`src/rtl/cb_safe_seq_pkg.sv`:
```
// Shared types and helpers for the safe-CPU sequencer: FSM states,
// redundancy configuration encodings and one-hot master decoding.
package cb_safe_seq_pkg;

    typedef enum logic [2:0] {
        ST_IDLE,
        ST_HALT,
        ST_BOOT,
        ST_RUN,
        ST_DONE
    } seq_state_t;

    localparam logic [1:0] CFG_SINGLE = 2'b00;
    localparam logic [1:0] CFG_DMR    = 2'b01;
    localparam logic [1:0] CFG_TMR    = 2'b10;

    // Non-one-hot inputs fall back to core 0.
    function automatic logic [1:0] onehot2idx(input logic [2:0] onehot);
        logic [1:0] idx;
        idx = 2'd0;
        if (onehot == 3'b010) begin
            idx = 2'd1;
        end else if (onehot == 3'b100) begin
            idx = 2'd2;
        end
        return idx;
    endfunction

endpackage

```
`src/rtl/cb_core_mask_dec.sv`:
```
// Decodes master select, safe mode and redundancy configuration into the
// active core mask, flagging master selects that are not one-hot.
module cb_core_mask_dec
    import cb_safe_seq_pkg::*;
(
    input  logic [2:0] master_core,
    input  logic       safe_mode,
    input  logic [1:0] safe_configuration,
    output logic [2:0] mask,
    output logic       invalid
);

    logic [1:0] master_idx;
    logic [1:0] partner_idx;

    always_comb begin
        invalid     = (master_core == 3'b000) ||
                      ((master_core & (master_core - 3'd1)) != 3'b000);
        master_idx  = invalid ? 2'd0 : onehot2idx(master_core);
        partner_idx = (master_idx == 2'd2) ? 2'd0 : master_idx + 2'd1;
        mask        = 3'b001 << master_idx;
        if (safe_mode) begin
            case (safe_configuration)
                CFG_DMR: mask = (3'b001 << master_idx) | (3'b001 << partner_idx);
                CFG_TMR: mask = 3'b111;
                default: mask = 3'b001 << master_idx;
            endcase
        end
    end

endmodule

```
`src/rtl/cb_safe_cpu_sequencer.sv`:
```
// Sequences the 3-core safe CPU wrapper through halt, reset/boot, run and
// completion, reporting completion to the control registers on end_sw_o.
module cb_safe_cpu_sequencer
    import cb_safe_seq_pkg::*;
#(
    parameter int NCORES     = 3,
    parameter int RST_CYCLES = 8,
    parameter int TIMEOUT_W  = 24
) (
    input  logic              clk_i,
    input  logic              rst_ni,
    input  logic              start_i,
    input  logic [2:0]        master_core_i,
    input  logic              safe_mode_i,
    input  logic [1:0]        safe_configuration_i,
    input  logic [31:0]       boot_addr_i,
    input  logic [NCORES-1:0] core_halted_i,
    input  logic [NCORES-1:0] core_done_i,
    output logic [NCORES-1:0] core_debug_req_o,
    output logic [NCORES-1:0] core_rst_no,
    output logic [NCORES-1:0] core_fetch_en_o,
    output logic [31:0]       core_boot_addr_o,
    output logic              end_sw_o,
    output logic              busy_o,
    output logic              error_o
);

    localparam int RST_W = $clog2(RST_CYCLES + 1);
    localparam int CNT_W = (TIMEOUT_W > RST_W) ? TIMEOUT_W : RST_W;
    localparam bit WD_EN = (TIMEOUT_W > 0);
    localparam logic [CNT_W-1:0] RST_LAST = CNT_W'(RST_CYCLES);
    // The watchdog trips on the RUN cycle in which the count would reach all-ones.
    localparam logic [CNT_W-1:0] WD_LAST =
        (TIMEOUT_W > 0) ? CNT_W'((64'd1 << TIMEOUT_W) - 64'd2) : '0;

    seq_state_t        state_q, state_d;
    logic              start_q;
    logic              armed_q;
    logic              start_rise;
    logic [NCORES-1:0] done_q;
    logic [NCORES-1:0] mask_q, mask_d;
    logic [CNT_W-1:0]  cnt_q, cnt_d;
    logic [31:0]       boot_q, boot_d;
    logic              error_q, error_d;
    logic [2:0]        dec_mask;
    logic              dec_invalid;

    cb_core_mask_dec u_mask_dec (
        .master_core        (master_core_i),
        .safe_mode          (safe_mode_i),
        .safe_configuration (safe_configuration_i),
        .mask               (dec_mask),
        .invalid            (dec_invalid)
    );

    // armed_q blocks a start level that was already high when reset released.
    assign start_rise = start_i & ~start_q & armed_q;

    always_ff @(posedge clk_i or negedge rst_ni) begin
        if (!rst_ni) begin
            state_q <= ST_IDLE;
            start_q <= 1'b0;
            armed_q <= 1'b0;
            done_q  <= '0;
            mask_q  <= '0;
            cnt_q   <= '0;
            boot_q  <= '0;
            error_q <= 1'b0;
        end else begin
            state_q <= state_d;
            start_q <= start_i;
            armed_q <= armed_q | ~start_i;
            done_q  <= core_done_i;
            mask_q  <= mask_d;
            cnt_q   <= cnt_d;
            boot_q  <= boot_d;
            error_q <= error_d;
        end
    end

    always_comb begin
        state_d          = state_q;
        mask_d           = mask_q;
        cnt_d            = cnt_q;
        boot_d           = boot_q;
        error_d          = error_q;
        core_debug_req_o = '0;
        core_rst_no      = '1;
        core_fetch_en_o  = '0;
        end_sw_o         = 1'b0;

        case (state_q)
            ST_IDLE: begin
                if (start_rise) begin
                    state_d = ST_HALT;
                    mask_d  = dec_mask;
                    boot_d  = boot_addr_i;
                    error_d = dec_invalid;
                end
            end
            ST_HALT: begin
                core_debug_req_o = mask_q;
                if (!start_i) begin
                    state_d = ST_IDLE;
                end else if ((core_halted_i & mask_q) == mask_q) begin
                    state_d = ST_BOOT;
                    cnt_d   = '0;
                end
            end
            ST_BOOT: begin
                if (cnt_q < RST_LAST) begin
                    core_rst_no = ~mask_q;
                end
                if (!start_i) begin
                    state_d = ST_IDLE;
                end else if (cnt_q == RST_LAST) begin
                    state_d = ST_RUN;
                    cnt_d   = '0;
                end else begin
                    cnt_d = cnt_q + CNT_W'(1);
                end
            end
            ST_RUN: begin
                core_fetch_en_o = mask_q;
                // Abort beats done, and done beats the watchdog.
                if (!start_i) begin
                    state_d = ST_IDLE;
                end else if ((done_q & mask_q) == mask_q) begin
                    state_d = ST_DONE;
                end else if (WD_EN && (cnt_q == WD_LAST)) begin
                    state_d = ST_DONE;
                    error_d = 1'b1;
                end else begin
                    cnt_d = cnt_q + CNT_W'(1);
                end
            end
            ST_DONE: begin
                end_sw_o = 1'b1;
                if (!start_i) begin
                    state_d = ST_IDLE;
                end
            end
            default: begin
                state_d = ST_IDLE;
            end
        endcase
    end

    assign core_boot_addr_o = boot_q;
    assign busy_o           = (state_q != ST_IDLE);
    assign error_o          = error_q;

endmodule

```
`config.mk`:
```
export PLATFORM = sky130hd
export DESIGN_NAME = cb_safe_cpu_sequencer
export DESIGN_NICKNAME = d
export VERILOG_FILES = /design/src/rtl/cb_safe_seq_pkg.sv /design/src/rtl/cb_core_mask_dec.sv /design/src/rtl/cb_safe_cpu_sequencer.sv
export SDC_FILE = /design/constraint.sdc
export NUM_CORES = 1
export LEC_CHECK = 0
export ABC_AREA = 1
export CAP_MARGIN = 20
export CORE_MARGIN = 4
export CORE_UTILIZATION = 51
export CTS_CLUSTER_SIZE = 28
export DETAILED_ROUTE_END_ITERATION = 8
export HOLD_SLACK_MARGIN = 0.05
export PLACE_DENSITY = 0.89
export SYNTH_ARGS = -nofsm -noshare
export SYNTH_HDL_FRONTEND = slang
export SYNTH_SLANG_ARGS = --single-unit
export TNS_END_PERCENT = 1
```
`constraint.sdc`:
```
create_clock -name clk_i -period 2 [get_ports clk_i]
set_clock_uncertainty 0.1 [all_clocks]
set_input_delay 0.4 -clock clk_i [delete_from_list [all_inputs] [get_ports clk_i]]
set_output_delay 0.4 -clock clk_i [all_outputs]
set_load 0.03 [all_outputs]
```
==> results of run 1 <==
-- sequential cells by signal, indices dropped and copies added, names as in the netlist --
| register | flops |
|---|---|
| done_q | 3 |
| mask_q | 3 |
| armed_q | 1 |
| start_q | 1 |
| state_q | 3 |
| error_o | 1 |
| cnt_q | 24 |
| core_boot_addr_o | 32 |
-- critical path: cells and delay by family (launching register included) --
| family | cells | cell delay, ps |
|---|---|---|
| buf+inv | 4 | 710 |
| flops | 1 | 450 |
| simple gates | 2 | 210 |
-- synth_stat cells (2+ instances only) --
library cell	n
nand2_1	251
a211oi_1	2
o211ai_1	7
a21oi_1	7
clkbuf_1	4
buf_2	5
nor2_4	2
o21ai_2	7
xor2_1	4
nand2_2	7
inv_2	2
dfrtp_1	68
ha_1	7
o21ai_0	15
nand4_1	7
nor3_1	3
o21bai_1	6
nor2_2	2
nand3_2	2
buf_6	3
nand3_1	37
inv_1	46
nor2_1	65
-- cells in the final DEF (no fill, tap or decap), types with 8 or more instances in the layout --
cell type,count
nand2_1,250
nand3_1,34
buf_4,49
nand2_2,8
inv_1,45
o21ai_0,15
dfrtp_1,68
clkbuf_8,11
nor2_1,60
clkdlybuf4s50_1,78
-- worst max path at each step --
stage / start / to / slack, ps
4_1_cts: cnt_q[18] / core_rst_no[1] / -230
3_5_place_dp: cnt_q[22] / core_rst_no[2] / -370
3_3_place_gp: cnt_q[22] / core_rst_no[0] / -270
5_1_grt: cnt_q[18] / core_rst_no[1] / -260
6_report: state_q[2] / core_rst_no[1] / -220
2_1_floorplan: state_q[2] / core_rst_no[0] / 270
-- cells by family (layout without fill, tap and decap cells) --
logic type / after synthesis / in the layout / share of synthesized area [%]
flip-flops: 68 / 68 / 42.61
AO/OA/AOI/OAI: 47 / 47 / 7.801
XOR/XNOR: 5 / 5 / 1.096
buffers and inverters: 64 / 205 / 7.143
adder cells (fa/ha/maj): 7 / 7 / 2.193
AND/OR/NAND/NOR: 380 / 380 / 39.16
-- through the flow --
step	setup WS (ps)	cell area, um^2	hold slack, ps	total power [mW]	cells
after floorplan	269.0	3994	4.409	3.963	571
after global placement	-271.9	5324	233.2	5.269	795
after detailed placement	-369.4	5324	241.7	5.395	795
after CTS	-231.9	5638	368.0	6.909	813
after global routing	-262.1	5684	375.6	7.286	814
final	-217.8	5684	382.6	6.930	814
-- power groups by stage --
| stage | Clock, mW | Sequential, mW | Combinational (mW) |
|---|---|---|---|
| 2_1_floorplan | 0 | 2.63 | 1.33 |
| 3_3_place_gp | 0 | 2.02 | 3.25 |
| 3_5_place_dp | 0 | 2.03 | 3.37 |
| 4_1_cts | 1.47 | 2.03 | 3.41 |
| 5_1_grt | 1.52 | 2.09 | 3.68 |
| 6_report | 1.44 | 2.04 | 3.44 |
-- area by class of cell --
cell class | count | area, um^2
well taps | 102 | 127.6
flip-flops and latches | 68 | 1702
fillers | 550 | 2003
inverters | 49 | 183.9
clock inverters | 5 | 106.4
repair buffers | 140 | 1340
multi-input cells | 439 | 2073
clock buffers | 11 | 151.4
-- metal layers --
layer / wire length [um] / vias to the layer above
li1: - / 2066
met1: 4504 / 2040
met2: 6048 / 207
met3: 997 / 29
met4: 285 / 0
met5: 0 / -
-- what timing repair did --
action                                  CTS  global route
buffers inserted                          1             1
pin swaps                                 5             7
hold buffers                              1             0
resized for setup                        27             9
endpoints found under the setup margin    7             8
hold endpoints to repair                 13             0
==> results.toml, run 1 <==
[die]
core-area_um2 = 7687
die_area_um2 = 9311
die-width_um = 96.50
std_cell_rows = 32
die_y_um = 96.50
ios = 91
start_util_pct = 51.95

[route]
route.detailed.drc = 0
vias = 4342
vias_per_cell = 5.334
drt_iter0_drc = 265
dr.pass1.iters = 5
avgRoutedWirePerCell_um = 14.54
wl_um = 11840
final_antenna_net_count = 0

[global_routing]
grt_max_degree = 33
grt.met1_usage_pct = 31.03
grt.overflow.total = 0
top_usage_layer = "met2"
antenna_found_initial = 0
grtUsageTotal_pct = 27.45
use_met3_pct = 7.049
grt_use_met2_pct = 49.08
grt_pass1_vias = 4456
grt_pass1_wl_um = 19700

[setup_path]
worst_setup_path_end_kind = "primary output"
cp_data_required_time_ps = 1500
start_kind = "flip-flop"
worstPathCellList = "inv_2 > nand3_1 > inv_1 > buf_4 > nand3_4 > buf_6"
regToRegEndpoint = "cnt_q[14]"
reg2reg_depth = 14
slowest_delay_ps = 450
critical_path_class = "reg2out"
rr_startpoint = "cnt_q[18]"
r2r_setup_slack_ps = 130
worst-path-max-fanout = 19
crit_slowest_cell = "dfrtp_1"
critPathArrivalTime_ps = 1720

[clock_tree]
htree_num_levels = 3
root_buffer = "clkbuf_8"
clkTransAtPathRegs_ps = 70
cts-buffers-inserted = 9
cts_tree = "yes"
cts.sinks = 68
max-clock-path-buffers = 2
clock_latency_ps = 350

[synth]
syn_area_um2 = 3994
yosysTopAreaCellShare_pct = 42.61
synth_flop_cell = "dfrtp_1"
synth_edf_count = 0
syn_nets = 625
synthTopCellsByArea = "dfrtp_1 (43%), nand2_1 (24%), nor2_1 (6.1%)"
synth_warnings = 0
ys_types = 35
async_reset_ff_share_pct = 100.0
ys_seq_area_share_pct = 42.61
syn_area_per_cell_um2 = 6.994
yosys.area.top_type = "dfrtp_1"
synth_seq_cells = 68
synth_cells = 571

[sta]
max_freq_mhz = 450.9
max_slew.worst_pin.slew_ps = 383.9
fin_tns_setup_ps = -492.6
worst_slack_ps = -217.8
period_share_pct = 110.9
maxSlewViolCount = 0
final_hold_viol_count = 0
period_needed_ps = 2218
rsz0062_at_grt = "yes"
finalSetupViolations = 4
maxSlewHeadroom_pct = 74.41

[cells_and_area]
fin_util_pct = 73.94
nets = 761
drive_above_1_share_pct = 16.01
area_delta_synth_final_pct = 42.32
diodes = 0

[pwr]
seq_power_share_pct = 29.5
pwr-share-clk_pct = 20.8
p_sw_mw = 2.914
sw_frac_of_total_pct = 42.05
comb_power_share_pct = 49.7
intPower_mw = 4.016
vdd_ir_drop_max_uv = 999.3
leakagePower_nw = 2.761
power.density_nw_per_um2 = 1219

[placed_design]
gp_congestion = 1.018
port_buffers = 90
post-dp-hpwl_um = 8753

[worst_hold_path]
hold_depth = 2
holdPathEnd = "core_boot_addr_o[31]"
hold_class = "reg2reg"
hp-start = "core_boot_addr_o[31]"

[run_status]
outcome = "finished, violations left"
violations = "setup timing"

[run]
drv_cap = 0
(Power assumes the default switching activity.)
==> run 2, diff against run 1 <==
SKIP_LAST_GASP = 1   (was not set)
SLEW_MARGIN = 20   (was not set)
==> run 2 against run 1 <==
  * The flow still finishes with violations (setup timing)
  * Setup slack gained 20 ps
  * Count of clock-buffer cells in the layout unchanged
  * Maximum frequency up 0.92%
  * Critical path type unchanged
==> results.toml, run 2 (synthesis results as in run 1) <==
[clock_tree]
clkTransAtPathRegs_ps = 80
cts-buffers-inserted = 9
max-clock-path-buffers = 2
cts_tree = "yes"
clock_latency_ps = 350
htree_num_levels = 3
cts.sinks = 68
root_buffer = "clkbuf_8"

[setup_path]
slowest_delay_ps = 390
cp_data_required_time_ps = 1500
rr_startpoint = "cnt_q[18]"
critPathTopFamily = "simple AND/OR/NAND/NOR gates"
start_kind = "flip-flop"
worst-path-max-fanout = 3
critPathLaunch = "cnt_q[22]"
worstPathCellList = "nor2_1 > nand3_2 > nor2_4 > nand3_2 > nor2_4 > buf_6 > nand3_4 > buf_6"
worst-path-buf-inv = 2
critPathArrivalTime_ps = 1700
worst_setup_path_end_kind = "primary output"
critical_path_class = "reg2out"
crit_slowest_cell = "dfrtp_1"

[pwr]
leakagePower_nw = 2.753
pwr-share-clk_pct = 21.0
vdd_ir_drop_max_uv = 994.4
p_sw_mw = 2.888
comb_power_share_pct = 49.4
power.density_nw_per_um2 = 1217
fin_total_pwr_mw = 6.874
intPower_mw = 3.986
seq_power_share_pct = 29.6
sw_frac_of_total_pct = 42.01

[sta]
period_share_pct = 109.9
maxSlewHeadroom_pct = 74.27
max_slew.worst_pin.slew_ps = 385.9
period_needed_ps = 2198
holdWs_ps = 383.3
fin_tns_setup_ps = -658.3
max_freq_mhz = 455.1
final_hold_viol_count = 0
worst_slack_ps = -197.5
maxSlewViolCount = 0
finalSetupViolations = 7
rsz0062_at_grt = "yes"

[cells_and_area]
multi_input_area_um2 = 2052
drive_above_1_share_pct = 15.03
diodes = 0
largest_register_ffs = 32
final_common_cell = "nand2_1"
seq_area_um2 = 1702
nets = 761
area_delta_synth_final_pct = 41.42
final_cell_mix = "nand2_1 (251), clkdlybuf4s50_1 (78), dfrtp_1 (68)"
n_fill_cell = 560

[run_status]
violations = "setup timing"
outcome = "finished, violations left"

[die]
std_cell_rows = 32
core-area_um2 = 7687
start_util_pct = 51.95
die_y_um = 96.50
ios = 91
die-width_um = 96.50
die_area_um2 = 9311

[global_routing]
grt.overflow.total = 0
grt_pass1_wl_um = 19710
grt_pass1_vias = 4450
antenna_found_initial = 0
grt_max_degree = 33
grtUsageTotal_pct = 27.46

[route]
route.detailed.drc = 0
vias = 4291
vias_per_cell = 5.271
dr.pass1.iters = 5
drt_iter0_drc = 232
wl_um = 11770
final_antenna_net_count = 0
avgRoutedWirePerCell_um = 14.46

[worst_hold_path]
hp-start = "core_boot_addr_o[31]"
hold_class = "reg2reg"

[placed_design]
place_ws_ps = -369.4
gp_congestion = 1.018
post-dp-hpwl_um = 8753
port_buffers = 90

[run]
drv_cap = 0
==> run 2: final timing paths <==
path | endpoint | slack, ps | cells after the start
setup / recovery | core_rst_no[1] | -200 | 8
hold / removal | core_boot_addr_o[31] | 380 | 2
setup reg to reg | cnt_q[14] | 110 | 14
hold reg to reg | core_boot_addr_o[31] | 380 | 2
max in group asynchronous | core_boot_addr_o[1] | 730 | 3
min in group asynchronous | core_boot_addr_o[18] | 400 | 2
==> run 2: power groups by stage <==
stage                     clock [mW]  combinational [mW]  sequential [mW]
after floorplan                    0                1.33             2.63
after global placement             0                3.25             2.02
after detailed placement           0                3.37             2.03
after CTS                       1.47                3.38             2.02
after global routing            1.52                3.63             2.08
final                           1.45                3.40             2.03
==> run 2: worst min-delay path: stages, from the launching register on <==
cell and delay (ps):
dfrtp_1 350, nand2_1 50, nand2_1 60
==> run 2: what timing repair did <==
action	CTS	global route
gates resized for setup	19	4
gates cloned	0	0
pin swaps	4	5
hold buffers	1	0
endpoints found under the hold margin	13	0
endpoints found under the setup margin	7	10
setup buffers	1	1
==> run 2: layout make-up <==
| type | instances | share of cell area, % |
|---|---|---|
| clock buffer | 11 | 2.681 |
| multi-input combinational | 439 | 36.33 |
| inverter | 49 | 3.257 |
| clock inverter | 5 | 1.883 |
| timing repair buffer | 140 | 23.46 |
| sequential | 68 | 30.13 |
| tap | 102 | 2.260 |
==> run 2: routing by layer <==
| metal | share of wire (%) | wire length (um) | up-vias | global-route usage, % |
|---|---|---|---|---|
| met5 | 0 | 0 | - | 0 |
| met2 | 51 | 6023 | 182 | 49.08 |
| met3 | 7.9 | 930 | 29 | 7.049 |
| met1 | 38 | 4515 | 2018 | 31.08 |
| li1 | - | - | 2062 | - |
| met4 | 2.5 | 298 | 0 | 11.21 |
==> run 2: metrics by stage <==
| step | cell area (um^2) | std cells | util [%] |
|---|---|---|---|
| finish | 5648 | 814 | 73.47 |
| global route | 5648 | 814 | 73.47 |
| CTS | 5618 | 813 | 73.08 |
| detailed placement | 5324 | 795 | 69.25 |
| global placement | 5324 | 795 | 69.25 |
| floorplan | 3994 | 571 | - |
==> run 3, diff against run 2 <==
CORE_UTILIZATION = 52   (was 51)
CTS_BUF_LIST = sky130_fd_sc_hd__clkbuf_4   (was not set)
PLACE_DENSITY = 0.9   (was 0.89)
==> run 3 against run 2 <==
  * The run still ends with setup timing left
  * Combinational power up 1%
  * Count of clock-buffer cells in the layout shrank 2
  * Wire length is 6.9% higher
  * Hold slack got worse by 75 ps
  * Sequential share of layout area grew 0.47 points
  * First-iteration DRC count is 0.86% higher
  * Flip-flop and latch count unchanged
  * Final cell count decreased by 0.25%
  * Clock power is 21% lower
  * Utilization up 2.0 points
  * Power shrank 3.0%
  * Largest cell class unchanged
  * Largest power group unchanged
  * Highest routed layer unchanged
==> results.toml, run 3 (synthesis results as in run 1) <==
[route]
dr.pass1.iters = 5
drt_iter0_drc = 234
vias = 4391
wl_um = 12580
route.detailed.drc = 0
avgRoutedWirePerCell_um = 15.50
vias_per_cell = 5.408
final_antenna_net_count = 0

[cells_and_area]
stdcell_area_um2 = 5560
area_delta_synth_final_pct = 39.22
final_common_cell = "nand2_1"
final_cell_mix = "nand2_1 (251), clkdlybuf4s50_1 (78), dfrtp_1 (68)"
drive_above_1_share_pct = 15.29
nets = 762
n_fill_cell = 503
largest_register_ffs = 32
diodes = 0

[sta]
maxSlewViolCount = 0
rsz0062_at_grt = "yes"
finalSetupViolations = 19
worst_slack_ps = -217.5
max_freq_mhz = 451.0
max_slew.worst_pin.slew_ps = 397.2
final_hold_viol_count = 0
period_share_pct = 110.9
period_needed_ps = 2217
maxSlewHeadroom_pct = 73.27
fin_tns_setup_ps = -1413

[pwr]
vdd_ir_drop_max_uv = 1042
power.density_nw_per_um2 = 1199
leakagePower_nw = 2.717

[global_routing]
grt_pass1_wl_um = 20540
antenna_found_initial = 0
grt.overflow.total = 0
grtUsageTotal_pct = 29.42
grt_max_degree = 31
grt_pass1_vias = 4502

[run_status]
outcome = "finished, violations left"
violations = "setup timing"

[clock_tree]
max-clock-path-buffers = 2
htree_num_levels = 3
cts-buffers-inserted = 9
clock_latency_ps = 420
clkTransAtPathRegs_ps = 120
cts.sinks = 68
cts_tree = "yes"
root_buffer = "clkbuf_4"

[placed_design]
gp_congestion = 0.9644
port_buffers = 90
post-dp-hpwl_um = 9472
dpl_cell_area_um2 = 5305

[setup_path]
critical_path_class = "reg2out"
cp_data_required_time_ps = 1500
crit_slowest_cell = "dfrtp_1"
slowest_delay_ps = 410
worst-path-max-fanout = 3
critPathArrivalTime_ps = 1720
worst_setup_path_end_kind = "primary output"
start_kind = "flip-flop"
worstPathCellList = "nor2_2 > nand3_1 > nor2_2 > nand3_2 > nor2_4 > nand3_2 > buf_6"

[die]
die_y_um = 95.64
std_cell_rows = 31
ios = 91
die-width_um = 95.64
start_util_pct = 54.19
die_area_um2 = 9147
core-area_um2 = 7370

[worst_hold_path]
hold_class = "in2async"

[run]
drv_cap = 0
==> run 3: changes by cell type in the layout (fill, tap and decap cells not counted), sizes merged <==
cell / delta
clkbuf: -2
clkinvlp: -1
buf: +1
clkinv: +4
inv: -1
==> run 3: path summary, 6_finish.rpt <==
path                                 startpoint                   end  slack, ps  depth (start not counted)
min                                      rst_ni             cnt_q[12]        310                          2
max reg2reg                            cnt_q[0]             cnt_q[15]        110                         13
max in group asynchronous                rst_ni  core_boot_addr_o[24]        850                          3
max                                   cnt_q[19]        core_rst_no[1]       -220                          7
min in group clk_i               core_done_i[0]             done_q[0]        320                          1
min reg2reg                core_boot_addr_o[22]  core_boot_addr_o[22]        400                          2
==> run 3: worst max-delay path, delay by kind of cell (launching register included) <==
family / cells / cell delay [ps]
buffers and inverters: 1 / 150
AND/OR/NAND/NOR: 6 / 750
flip-flops: 1 / 410
==> run 3: metal layers <==
metal	share of wire [%]	track usage (%)	wire, um
met1	37	31.82	4641
met2	51	52.11	6393
met3	9.1	10.10	1147
met4	3.2	12.20	402
met5	0	0	0
==> run 3: layout make-up <==
type / count / area, um^2 / area share, %
well taps: 99 / 123.9 / 2.228
flip-flops and latches: 68 / 1702 / 30.60
inverters: 49 / 183.9 / 3.308
multi-input cells: 439 / 2052 / 36.90
repair buffers: 141 / 1316 / 23.67
clock buffers: 9 / 67.56 / 1.215
clock inverters: 7 / 115.1 / 2.070
==> run 3: through the flow <==
step                      instances  hold slack [ps]  setup slack [ps]  total power [mW]  utilization, %
after CTS                       812            294.9            -243.6             6.648           74.97
after global routing            812            298.1            -331.4             7.033           75.45
after detailed placement        793            228.5            -316.5             5.460           71.99
after floorplan                 571            4.409             269.0             3.963               -
final                           812            308.5            -217.5             6.667           75.45
after global placement          793            224.7            -260.7             5.328           71.99
==> run 3: what timing repair did <==
| action | in CTS | in global routing |
|---|---|---|
| hold buffers | 1 | 0 |
| endpoints found under the setup margin | 29 | 65 |
| pin swaps | 3 | 5 |
| gates resized for setup | 25 | 8 |
| setup buffers | 2 | 0 |
| cloned | 0 | 0 |
| hold endpoints to repair | 14 | 0 |
==> run 3: where the power goes <==
group / internal (mW) / total [mW] / switching, mW / leakage (nW)
clock network: 0.629 / 1.15 / 0.526 / 0.0952
logic: 1.35 / 3.44 / 2.09 / 1.75
registers: 1.76 / 2.08 / 0.316 / 0.875
total: 3.73 / 6.67 / 2.93 / 2.72
